$ cat src/rtl/irq_trap_controller_pkg.sv
//==============================================================================
// Module   : irq_pkg
// Brief    : Shared constants and state type for the interrupt trap
//            controller (cause codes, mcause interrupt bit, mtvec modes).
// Revision : 1.0 - initial release
//==============================================================================
`default_nettype none

package irq_pkg;

  // Reference data width the mcause interrupt-bit position is derived from
  localparam int unsigned IRQ_XLEN       = 32;
  localparam int unsigned MCAUSE_INT_BIT = IRQ_XLEN - 1;

  // Machine-level interrupt cause codes
  localparam logic [4:0] CAUSE_MSI = 5'd3;
  localparam logic [4:0] CAUSE_MTI = 5'd7;
  localparam logic [4:0] CAUSE_MEI = 5'd11;

  // mtvec[1:0] modes; the reserved encodings behave as direct
  localparam logic [1:0] MTVEC_MODE_DIRECT   = 2'd0;
  localparam logic [1:0] MTVEC_MODE_VECTORED = 2'd1;

  // Trap negotiation states
  typedef enum logic [1:0] {
    IDLE    = 2'd0,
    REQ     = 2'd1,
    HANDLER = 2'd2,
    DONE    = 2'd3
  } irq_state_e;

endpackage : irq_pkg

`default_nettype wire

$ cat src/rtl/irq_trap_controller_if.sv
//==============================================================================
// Module   : irq_trap_controller_if
// Brief    : Request/acknowledge link between interrupt_arbiter (master) and
//            the core-side trap controller (slave).
// Revision : 1.0 - initial release
//==============================================================================
`default_nettype none

interface irq_trap_controller_if #(
  parameter int XLEN    = 32,
  parameter int CAUSE_W = 5
) ();

  logic               irq_i;
  logic [CAUSE_W-1:0] irq_cause_i;
  logic [XLEN-1:0]    irq_extra_i;
  logic               irq_ack_o;
  logic               irq_complete_o;

  // Arbiter side: raises requests, receives the handshake pulses
  modport master (
    output irq_i,
    output irq_cause_i,
    output irq_extra_i,
    input  irq_ack_o,
    input  irq_complete_o
  );

  // Controller side: consumes requests, returns the handshake pulses
  modport slave (
    input  irq_i,
    input  irq_cause_i,
    input  irq_extra_i,
    output irq_ack_o,
    output irq_complete_o
  );

endinterface : irq_trap_controller_if

`default_nettype wire

$ cat src/rtl/irq_trap_controller_latency_counter.sv
//==============================================================================
// Module   : irq_latency_counter
// Brief    : Measures how many cycles a trap request waits in REQ before the
//            pipeline accepts it; keeps the last and the worst value seen.
//            Only compiled when IRQ_LATENCY_STATS_EN is defined.
// Revision : 1.0 - initial release
//==============================================================================
`default_nettype none

`ifdef IRQ_LATENCY_STATS_EN
module irq_latency_counter #(
  parameter int LAT_W = 16
) (
  input  logic             clk,
  input  logic             rst_n,
  input  logic             start_i,    // IDLE -> REQ transition this cycle
  input  logic             in_req_i,   // controller currently in REQ
  input  logic             take_i,     // take_ack_i accepted in REQ
  output logic [LAT_W-1:0] lat_last_o,
  output logic [LAT_W-1:0] lat_max_o
);

  localparam logic [LAT_W-1:0] c_sat = '1;

  logic [LAT_W-1:0] r_count;

  // Wait counter: cleared on request entry, saturating while the request waits
  always_ff @(posedge clk or negedge rst_n) begin
    if (!rst_n) begin
      r_count <= '0;
    end else if (start_i) begin
      r_count <= '0;
    end else if (in_req_i && !take_i && (r_count != c_sat)) begin
      r_count <= r_count + 1'b1;
    end
  end

  // Statistics only move on an accepted trap; abandoned requests leave them alone
  always_ff @(posedge clk or negedge rst_n) begin
    if (!rst_n) begin
      lat_last_o <= '0;
      lat_max_o  <= '0;
    end else if (take_i) begin
      lat_last_o <= r_count;
      if (r_count > lat_max_o) begin
        lat_max_o <= r_count;
      end
    end
  end

endmodule : irq_latency_counter
`endif

`default_nettype wire

$ cat src/rtl/irq_trap_controller.sv
//==============================================================================
// Module   : irq_trap_controller
// Brief    : Core-side responder to the interrupt arbiter. Qualifies requests
//            against the CSR enables, negotiates a trap with the pipeline,
//            produces mepc/mcause/redirect values and returns ack/complete
//            pulses. One trap in flight at a time (no nesting).
// Options  : IRQ_LATENCY_STATS_EN adds lat_last_o / lat_max_o request-wait
//            statistics (parameter LAT_W).
// Revision : 1.0 - initial release
//==============================================================================
`default_nettype none

module irq_trap_controller
  import irq_pkg::*;
#(
  parameter int XLEN    = 32,
  parameter int CAUSE_W = 5
`ifdef IRQ_LATENCY_STATS_EN
  ,
  parameter int LAT_W   = 16
`endif
) (
  input  logic                  clk,
  input  logic                  rst_n,
  irq_trap_controller_if.slave  arb,
  input  logic                  mstatus_mie_i,
  input  logic [XLEN-1:0]       mie_i,
  input  logic [XLEN-1:0]       mtvec_i,
  input  logic [XLEN-1:0]       epc_i,
  output logic                  take_req_o,
  input  logic                  take_ack_i,
  output logic [XLEN-1:0]       redirect_pc_o,
  output logic                  trap_enter_o,
  output logic [XLEN-1:0]       mepc_o,
  output logic [XLEN-1:0]       mcause_o,
  output logic [XLEN-1:0]       irq_id_o,
  input  logic                  mret_i,
  output logic                  trap_exit_o,
  output logic                  in_handler_o
`ifdef IRQ_LATENCY_STATS_EN
  ,
  output logic [LAT_W-1:0]      lat_last_o,
  output logic [LAT_W-1:0]      lat_max_o
`endif
);

  irq_state_e         r_state;
  logic [CAUSE_W-1:0] r_cause;
  logic [XLEN-1:0]    r_extra;

  logic               w_qual;
  logic [XLEN-1:0]    w_mcause;
  logic [XLEN-1:0]    w_base;
  logic [XLEN-1:0]    w_vec_off;
  logic [XLEN-1:0]    w_redirect;

  // Request qualification and trap-entry values derived from the latched cause
  always_comb begin
    w_qual     = arb.irq_i & mstatus_mie_i & mie_i[arb.irq_cause_i];
    w_mcause   = {1'b1, {(XLEN-1-CAUSE_W){1'b0}}, r_cause};
    w_base     = {mtvec_i[XLEN-1:2], 2'b00};
    w_vec_off  = {{(XLEN-CAUSE_W-2){1'b0}}, r_cause, 2'b00};
    w_redirect = (mtvec_i[1:0] == MTVEC_MODE_VECTORED) ? (w_base + w_vec_off) : w_base;
  end

  // Trap FSM with registered handshake, CSR and redirect outputs
  always_ff @(posedge clk or negedge rst_n) begin
    if (!rst_n) begin
      r_state            <= IDLE;
      r_cause            <= '0;
      r_extra            <= '0;
      take_req_o         <= 1'b0;
      trap_enter_o       <= 1'b0;
      trap_exit_o        <= 1'b0;
      in_handler_o       <= 1'b0;
      arb.irq_ack_o      <= 1'b0;
      arb.irq_complete_o <= 1'b0;
      redirect_pc_o      <= '0;
      mepc_o             <= '0;
      mcause_o           <= '0;
      irq_id_o           <= '0;
    end else begin
      // Pulse outputs fall back to zero unless a transition below raises them
      trap_enter_o       <= 1'b0;
      trap_exit_o        <= 1'b0;
      arb.irq_ack_o      <= 1'b0;
      arb.irq_complete_o <= 1'b0;

      case (r_state)
        IDLE: begin
          if (w_qual) begin
            r_cause    <= arb.irq_cause_i;
            r_extra    <= arb.irq_extra_i;
            r_state    <= REQ;
            take_req_o <= 1'b1;
          end
        end

        REQ: begin
          // Pipeline acceptance takes priority over a simultaneous irq drop
          if (take_ack_i) begin
            r_state       <= HANDLER;
            take_req_o    <= 1'b0;
            in_handler_o  <= 1'b1;
            trap_enter_o  <= 1'b1;
            arb.irq_ack_o <= 1'b1;
            mepc_o        <= epc_i;
            mcause_o      <= w_mcause;
            irq_id_o      <= r_extra;
            redirect_pc_o <= w_redirect;
          end else if (!arb.irq_i || !mstatus_mie_i) begin
            r_state    <= IDLE;
            take_req_o <= 1'b0;
          end
        end

        HANDLER: begin
          if (mret_i) begin
            r_state            <= DONE;
            in_handler_o       <= 1'b0;
            trap_exit_o        <= 1'b1;
            arb.irq_complete_o <= 1'b1;
          end
        end

        DONE: begin
          // Cooldown so the arbiter can retire the source before irq_i is resampled
          r_state <= IDLE;
        end

        default: begin
          r_state <= IDLE;
        end
      endcase
    end
  end

`ifdef IRQ_LATENCY_STATS_EN
  logic w_lat_start;
  logic w_lat_in_req;
  logic w_lat_take;

  // Latency counter event strobes taken from the FSM's view of the handshake
  always_comb begin
    w_lat_start  = (r_state == IDLE) & w_qual;
    w_lat_in_req = (r_state == REQ);
    w_lat_take   = (r_state == REQ) & take_ack_i;
  end

  irq_latency_counter #(
    .LAT_W (LAT_W)
  ) u_latency (
    .clk        (clk),
    .rst_n      (rst_n),
    .start_i    (w_lat_start),
    .in_req_i   (w_lat_in_req),
    .take_i     (w_lat_take),
    .lat_last_o (lat_last_o),
    .lat_max_o  (lat_max_o)
  );
`endif

endmodule : irq_trap_controller

`default_nettype wire

$ cat src/flat_wrapper.sv
// flat-port wrapper written by rule: the top's interface ports become plain ports
module irq_trap_controller_flat import irq_pkg::*;
#(
  parameter int XLEN    = 32,
  parameter int CAUSE_W = 5

)
  (clk, rst_n, mstatus_mie_i, mie_i, mtvec_i, epc_i, take_req_o, take_ack_i, redirect_pc_o, trap_enter_o, mepc_o, mcause_o, irq_id_o, mret_i, trap_exit_o, in_handler_o, arb_irq_i, arb_irq_cause_i, arb_irq_extra_i, arb_irq_ack_o, arb_irq_complete_o);
  irq_trap_controller_if #(.XLEN(XLEN), .CAUSE_W(CAUSE_W)) arb_i ();
  input  logic clk;
  input  logic rst_n;
  input  logic mstatus_mie_i;
  input  logic [XLEN-1:0] mie_i;
  input  logic [XLEN-1:0] mtvec_i;
  input  logic [XLEN-1:0] epc_i;
  output logic take_req_o;
  input  logic take_ack_i;
  output logic [XLEN-1:0] redirect_pc_o;
  output logic trap_enter_o;
  output logic [XLEN-1:0] mepc_o;
  output logic [XLEN-1:0] mcause_o;
  output logic [XLEN-1:0] irq_id_o;
  input  logic mret_i;
  output logic trap_exit_o;
  output logic in_handler_o;
  input wire logic [$bits(arb_i.irq_i)-1:0] arb_irq_i;
  input wire logic [$bits(arb_i.irq_cause_i)-1:0] arb_irq_cause_i;
  input wire logic [$bits(arb_i.irq_extra_i)-1:0] arb_irq_extra_i;
  output wire logic [$bits(arb_i.irq_ack_o)-1:0] arb_irq_ack_o;
  output wire logic [$bits(arb_i.irq_complete_o)-1:0] arb_irq_complete_o;
  assign arb_i.irq_i = arb_irq_i;
  assign arb_i.irq_cause_i = arb_irq_cause_i;
  assign arb_i.irq_extra_i = arb_irq_extra_i;
  assign arb_irq_ack_o = arb_i.irq_ack_o;
  assign arb_irq_complete_o = arb_i.irq_complete_o;
  irq_trap_controller #(.XLEN(XLEN), .CAUSE_W(CAUSE_W)) u_core (.clk(clk), .rst_n(rst_n), .arb(arb_i), .mstatus_mie_i(mstatus_mie_i), .mie_i(mie_i), .mtvec_i(mtvec_i), .epc_i(epc_i), .take_req_o(take_req_o), .take_ack_i(take_ack_i), .redirect_pc_o(redirect_pc_o), .trap_enter_o(trap_enter_o), .mepc_o(mepc_o), .mcause_o(mcause_o), .irq_id_o(irq_id_o), .mret_i(mret_i), .trap_exit_o(trap_exit_o), .in_handler_o(in_handler_o));
endmodule
$ cat config.mk
export PLATFORM = sky130hd
export DESIGN_NAME = irq_trap_controller_flat
export DESIGN_NICKNAME = d
export VERILOG_FILES = /design/src/rtl/irq_trap_controller_pkg.sv /design/src/rtl/irq_trap_controller_if.sv /design/src/rtl/irq_trap_controller_latency_counter.sv /design/src/rtl/irq_trap_controller.sv /design/src/flat_wrapper.sv
export SDC_FILE = /design/constraint.sdc
export NUM_CORES = 1
export LEC_CHECK = 0
export ABC_CLOCK_PERIOD_IN_PS = 3400
export CAP_MARGIN = 5
export CORE_MARGIN = 3
export CORE_UTILIZATION = 45
export DETAILED_ROUTE_END_ITERATION = 10
export HOLD_SLACK_MARGIN = 0.06
export PLACE_DENSITY = 0.84
export SYNTH_ARGS = -nofsm -noshare
export SYNTH_HDL_FRONTEND = slang
export SYNTH_SLANG_ARGS = --single-unit
$ cat constraint.sdc
create_clock -name clk -period 3.4 [get_ports clk]
set_input_delay 0.68 -clock clk [delete_from_list [all_inputs] [get_ports clk]]
set_output_delay 0.68 -clock clk [all_outputs]
set_load 0.02 [all_outputs]
## Word-level counts from Yosys, hierarchy flattened

Index checks and enable logic that the tools add are counted.

- Add/sub/neg operators: 1
- Multiply operators: 0
- Div/mod/pow operators: 0
- Order comparisons: 1
- Eq/ne operators: 8
- Shifts and indexed selects: 0
- Mux-type cells: 19
- Bitwise logic cells: 2
- Reduce and logical (&&, ||, !) cells: 11

Operators with widths:

| operator | count |
|---|---|
| adder 32 x 7 -> 32 bit | 1 |
| 2-to-1 mux 32 bit | 1 |
| 2-to-1 mux 1 bit | 10 |
| AND reduction 3 bit | 3 |
| 2-to-1 mux 2 bit | 4 |
| one-hot mux 2 bit (4 select lines) | 1 |
| < comparator 5 x 6 -> 1 bit (second input constant) | 1 |
| binary-select mux 1 bit (select 5 bit) | 1 |
| == test 2 x 1 -> 1 bit (second input constant) | 2 |
| == test 2 bit (second input constant) | 2 |
| != test 2 bit (second input constant) | 2 |
| one-hot mux 1 bit (2 select lines) | 2 |
| AND reduction 2 bit | 2 |
| nonzero test 2 bit | 2 |
| != test 3 x 2 -> 1 bit (second input constant) | 1 |
| bitwise AND 1 bit | 2 |
| zero test 1 bit | 2 |
| zero test 2 bit | 1 |
| != test 2 x 1 -> 1 bit (second input constant) | 1 |
| logical OR 1 bit | 1 |

- Flip-flop bits (word level): 145
- Bits in latches: 0
- RAM bits: 0
- Bits in read-only memories: 0
- Input bits: 139
- Output and inout port bits: 134
- Word-level logic and storage cells: 53
- Memories: 0

## Logic depth before layout (Yosys ltp)

Gate-level depths: netlist (run 1).

- Depth in word-level cells: 5
- Mapped depth: 9
- Mapped depth without buffers: 8

## Least setup slack after synthesis (run 1)

No wires, ideal clock.

- Kind: input port to flip-flop
- Start point: input mtvec_i[2]
- End point: register u_core.redirect_pc_o[8]
- Library setup time: 0.134 ns
- Arrival time: 2.318 ns
- Data required time: 3.266 ns
- Path slack: 0.949 ns
- Stages on the path: 9
- Buffers on the path: 1
- Path through: ha_1 -> fa_1 -> a21oi_1 -> o21bai_1 -> a21oi_1 -> clkbuf_1 -> nor3b_1 -> xnor2_1 -> o21ai_0

- Longest elaborated chain between the ends: 2

RTL lines:

| element | RTL line | RTL |
|---|---|---|
| start, declared | flat_wrapper.sv:14 | `input logic [XLEN-1:0] mtvec_i;` |
| adder 32 x 7 -> 32 bit | irq_trap_controller.sv:63 | `w_redirect = (mtvec_i[1:0] == MTVEC_MODE_VECTORED) ? (w_base + w_vec_off) : w_base;` |
| 2-to-1 mux 32 bit | irq_trap_controller.sv:63 |  |
| end signal, assigned | irq_trap_controller.sv:110 | `redirect_pc_o <= w_redirect;` |
| end, declared | irq_trap_controller.sv:32 | `output logic [XLEN-1:0] redirect_pc_o,` |

Every way passes these cells.
A chain may end at the register's enable or synchronous reset.

## Worst setup path after layout (run 1)

- Start point: input arb_irq_cause_i[1]
- End point: register u_core.r_extra[3]

- Longest elaborated chain between the ends: 4

RTL lines:

| element | RTL line | RTL |
|---|---|---|
| start, declared | flat_wrapper.sv:27 | `input wire logic [$bits(arb_i.irq_cause_i)-1:0] arb_irq_cause_i;` |
| binary-select mux 1 bit (select 5 bit) | irq_trap_controller.sv:59 | `w_qual = arb.irq_i & mstatus_mie_i & mie_i[arb.irq_cause_i];` |
| 2-to-1 mux 1 bit (not written as such) | irq_trap_controller.sv:59 |  |
| bitwise AND 1 bit | irq_trap_controller.sv:59 |  |
| AND reduction 2 bit (no line) | - |  |
| end signal, assigned | irq_trap_controller.sv:93 | `r_extra <= arb.irq_extra_i;` |
| end, declared | irq_trap_controller.sv:49 | `logic [XLEN-1:0] r_extra;` |

Every way passes these cells. The select of a mux whose other input is x is not followed.

==> impl_metrics.toml, run 1 <==
[worst_setup_path]
start_kind = "input port"
rr_worst_depth = 9
reg2reg_setup_slack_ns = 1.18
r2r-end = "u_core.redirect_pc_o[28]"
crit_arrival_ns = 2.94
crit_type = "in2reg"
crit-reg2reg-launch = "u_core.r_cause[0]"
cp.required_ns = 3.69
crit_path_max_fanout = 39
crit_start = "arb_irq_cause_i[1]"
endpoint = "u_core.r_extra[3]"
crit_path_end_kind = "register"

[synthesis]
synth_top_area_share_pct = 54.8
synth_edf_count = 0
synth_area_leader_cell = "dfrtp_1"
synthCells = 666
ys_warn_count = 0
synthTopCellsByCount = "nand2_1 (252), dfrtp_1 (143), buf_4 (33)"
ys_seq_area_share_pct = 54.8
yosys.cell_count.top_type = "nand2_1"
ys_top_cells_by_area = "dfrtp_1 (55%), nand2_1 (14%), mux2_2 (5.0%)"
netlist_area_um2 = 6530
synth_seq_cells = 143
syn_avg_cell_area_um2 = 9.81
synthFlopType = "dfrtp_1"
async_reset_ff_share_pct = 100
synthDistinctLibCells = 42

[routing]
via_count = 5460
via_per_inst = 4.98
drc_errors = 0
wl_per_cell_um = 15.4
firstDrtPassIters = 4
totalWireLength_um = 16900
drt_iter0_drc = 271
final_antenna_net_count = 0

[placed_design]
dp_cells = 1065
dpl_cell_area_um2 = 9080
place_ws_ns = 0.358
dp_hpwl_um = 12000
place_congestion = 0.807
port_buffers = 244

[timing]
setup_violations = 0
fin_crit_ns = 2.64
finalHoldViolCount = 0
setup_slack_ns = 0.757
tightest_slew_ns = 0.634
fin_tns_setup_ns = 0
timing.final.crit_share_pct = 77.7
drv_slew = 0
fmax_mhz = 378
finalClockSkew_ns = 0.00666
whs_ns = 0.248
rsz0062_at_grt = "no"
max_slew_margin_pct = 57.7

[die]
die_area_um2 = 16000
start_util_pct = 46.5
row_count = 43
core_um2 = 14000
fp.dieW_um = 126
die_y_um = 126
num_io_pins = 273

[pwr]
p_per_area_nw_per_um2 = 845
p_leak_nw = 4.46
totalPowerFinal_mw = 8.20
ir_drop_v = 0.000456

[final_layout]
drive_gt1_share_pct = 9.05
fin_area_um2 = 9700
area_delta_synth_final_pct = 48.5
nNetsFinal = 1049
num_antenna_cells = 0
fin_cells = 1097
fin_util_pct = 69.1

[clock_network]
ctsHoldBuffers = 0
clk_latency_ns = 0.41
cts_tree = "yes"
ctsRootBufferMaster = "clkbuf_16"
cts_sinks = 143
cts_resized = 0
cts_buffers = 17
clock_path_buffers = 2
post-cts-setup-buffers = 0
h-tree-depth = 4
path_clk_slew_ns = 0.06

[global_route]
grt_pass1_wl_um = 26900
grt_pass1_vias = 5326
antenna_found_initial = 0
grt-ovfl-total = 0
grt_max_degree = 131
track_usage_pct = 21.1

[job]
cap_violations = 0

[hold_path]
min_path_type = "in2async"

[outcome]
status = "finished, final reports clean"
[report_power, final]
part / switching [mW] / internal (mW)
logic: 1.73 / 1.62
registers: 0.435 / 2.48
clock network: 0.743 / 1.19
[cells by family after synthesis]
group,share of synthesized area [%]
adders and majority gates,1.26
AOI/OAI and AO/OA,4.92
DFF,54.8
xor gates and xnor gates,3.62
and+or+nand+nor,20.2
muxes,8.98
buffers and inverters,6.15
other,0.0574
[worst max-delay path, stage by stage]
cell             delay, ns
clkdlybuf4s50_1       0.51
buf_12                0.18
nor2b_1               0.06
a2111oi_0             0.44
o22ai_1               0.22
o21ai_4               0.20
buf_12                0.26
mux2_2                0.37
[layout make-up]
type | instances | area [um2]
clock buffers | 19 | 443
clock inverters | 13 | 179
fillers | 1049 | 4340
inverters | 5 | 18.8
multi-input cells | 483 | 2670
flip-flops and latches | 143 | 3580
well taps | 180 | 225
repair buffers | 254 | 2580
[flip-flops by register name, summed over array words and instances, names as in the netlist, named ones only]
| name | cells |
|---|---|
| u_core.r_state | 1 |
| u_core.arb.irq_ack_o | 1 |
| u_core.r_extra | 32 |
| u_core.take_req_o | 1 |
| u_core.mcause_o | 6 |
| u_core.irq_id_o | 32 |
| u_core.mepc_o | 32 |
| u_core.arb.irq_complete_o | 1 |
| u_core.r_cause | 5 |
| u_core.redirect_pc_o | 30 |
| u_core.in_handler_o | 1 |
[worst min-delay path by stage]
stage | endpoint | slack (ns) | from
global placement | u_core.irq_id_o[30] | 0.44 | u_core.r_extra[30]
detailed placement | u_core.irq_id_o[21] | 0.45 | u_core.r_extra[21]
finish | u_core.irq_id_o[7] | 0.25 | rst_n
CTS | u_core.irq_id_o[7] | 0.27 | rst_n
floorplan | async pin | 0.38 | rst_n
global route | u_core.irq_id_o[7] | 0.27 | rst_n
[metal layers]
layer  wire length (um)  up-vias  track usage, %
met3               1210       25            5.22
met4                301        0            7.26
met2               8830      213            37.0
li1                   -     2610               -
met1               6610     2612            25.2
met5                  0        -               0
[cells in the final DEF (no fill, tap or decap), types with 5 or more instances in the layout]
cell | netlist | routed
nor2b_1 | 6 | 6
and3_1 | 6 | 6
a21oi_1 | 6 | 6
buf_12 | 0 | 5
clkbuf_16 | 0 | 17
dfrtp_1 | 143 | 143
mux2_4 | 8 | 8
nand4_1 | 12 | 12
xnor2_1 | 16 | 16
nor3_1 | 5 | 5
nor4_1 | 7 | 7
nand3_1 | 8 | 7
ha_1 | 5 | 5
nand2_1 | 252 | 252
o21ai_0 | 32 | 32
xor2_1 | 11 | 11
mux2i_1 | 14 | 14
mux2_2 | 29 | 29
buf_4 | 33 | 5
conb_1 | 1 | 28
clkdlybuf4s50_1 | 0 | 243
nor2_1 | 9 | 9
(Power assumes the default switching activity.)
==> run 2, diff against run 1 <==
ABC_CLOCK_PERIOD_IN_PS = 2750   (was 3400)
CORE_UTILIZATION = 43   (was 45)
PLACE_DENSITY = 0.81   (was 0.84)
clock period = 2.75 ns   (was 3.4 ns; I/O delays follow)
==> impl_metrics.toml, run 2 (same netlist as run 1, synthesis figures left out) <==
[routing]
firstDrtPassIters = 7
via_per_inst = 4.87
drt_iter0_drc = 299
wl_per_cell_um = 15.5
drc_errors = 0
final_antenna_net_count = 0
totalWireLength_um = 17300
via_count = 5436

[clock_network]
clk_latency_ns = 0.41
h-tree-depth = 4
cts_sinks = 143
ctsRootBufferMaster = "clkbuf_16"
cts_tree = "yes"
cts_buffers = 17
path_clk_slew_ns = 0.07
clock_path_buffers = 2
post-cts-setup-buffers = 0
cts_resized = 0

[final_layout]
fin_util_pct = 66.5
nNetsFinal = 1065
drive_gt1_share_pct = 10.6
num_antenna_cells = 0
area_delta_synth_final_pct = 49.7
reg_top3 = "u_core.irq_id_o: 32 flops, u_core.mepc_o: 32 flops, u_core.r_extra: 32 flops"
mostFrequentLayoutCell = "nand2_1"
final_cell_mix = "nand2_1 (252), clkdlybuf4s50_1 (243), dfrtp_1 (143), o21ai_0 (32), mux2_2 (29)"

[hold_path]
min_path_cells = 2
min_path_type = "reg2reg"

[timing]
rsz0062_at_grt = "no"
setup_slack_ns = 0.308
tightest_slew_ns = 0.504
finalHoldViolCount = 0
finalClockSkew_ns = 0.00845
drv_slew = 0
timing.final.crit_share_pct = 88.8
fin_crit_ns = 2.44
max_slew_margin_pct = 66.4
fmax_mhz = 409
whs_ns = 0.463
setup_violations = 0
fin_tns_setup_ns = 0

[worst_setup_path]
crit_path_end_kind = "register"
crit_path_max_fanout = 35
slowest_stage = "clkdlybuf4s50_1"
endpoint = "u_core.r_extra[4]"
cp.required_ns = 3.04
crit_type = "in2reg"
crit_start = "arb_irq_cause_i[0]"
cp_cell_sequence = "clkdlybuf4s50_1, nor2b_1, a22oi_1, nand4_1, o22ai_1, o21ai_4, buf_12, mux2_2"
max_stage_delay_ns = 0.66
rr_worst_depth = 9
crit-reg2reg-launch = "u_core.r_cause[0]"
start_kind = "input port"
r2r-end = "u_core.redirect_pc_o[8]"
reg2reg_setup_slack_ns = 0.60
crit_arrival_ns = 2.73

[placed_design]
place_ws_ns = -0.0939
dp_hpwl_um = 12600
place_congestion = 0.892
port_buffers = 244

[die]
core_um2 = 14700
die_area_um2 = 16700
start_util_pct = 44.4
num_io_pins = 273
fp.dieW_um = 129
die_y_um = 129
row_count = 44

[pwr]
ir_drop_v = 0.000484
totalPowerFinal_mw = 10.0
p_leak_nw = 4.51
p_per_area_nw_per_um2 = 1020

[global_route]
grt_pass1_vias = 5444
track_usage_pct = 20.5
grt_pass1_wl_um = 27000
grt_max_degree = 114
antenna_found_initial = 0
grt-ovfl-total = 0

[job]
cap_violations = 0

[outcome]
status = "finished, final reports clean"
## run 2: changes by cell type in the layout (fill, tap and decap cells not counted)
cell           change
buf_4             +15
clkbuf_8           -1
clkbuf_1           -1
bufinv_16          -2
inv_6              +2
dlygate4sd3_1      +1
clkinv_4           +1
clkinv_2           +1
## run 2: report_power, final
group	internal (mW)	switching [mW]	total (mW)
Clock	1.27	0.944	2.22
Combinational	2.05	2.16	4.20
Sequential	3.06	0.528	3.59
## run 2: worst min path at each step
stage / startpoint / to / slack, ns
floorplan: rst_n / async pin / 0.25
global placement: rst_n / u_core.irq_id_o[9] / 0.44
detailed placement: rst_n / u_core.irq_id_o[9] / 0.44
CTS: u_core.r_extra[8] / u_core.irq_id_o[8] / 0.47
global route: u_core.r_extra[30] / u_core.irq_id_o[30] / 0.49
finish: u_core.r_extra[29] / u_core.irq_id_o[29] / 0.46
## run 2: repair_timing
action                                 CTS  global route
setup endpoints to repair                0             0
endpoints found under the hold margin   28             0
hold buffers                             1             0
## run 2: worst max-delay path, delay by kind of cell
kind | cells | cell delay, ns
simple gates | 2 | 0.43
mux | 1 | 0.37
buf+inv | 2 | 0.91
compound gates | 3 | 0.45
## run 2: per-layer routing
layer	wire length, um	GRT usage [%]
met5	0	0
met4	510	8.65
met3	1290	5.23
met2	8500	34.6
met1	7000	25.1
## run 2: cell type report
class                   count  area, um2
well taps                 184        230
repair buffers            270       2700
clock buffers              17        425
inverters                   5       18.8
multi-input cells         483       2670
clock inverters            15        150
fillers                  1164       4920
flip-flops and latches    143       3580
## run 2: per-stage QoR
step           cells  cell area (um2)
5_1_grt         1117             9780
6_report        1117             9780
4_1_cts         1117             9780
3_5_place_dp    1084             9200
3_3_place_gp    1084             9200
2_1_floorplan    693             6630
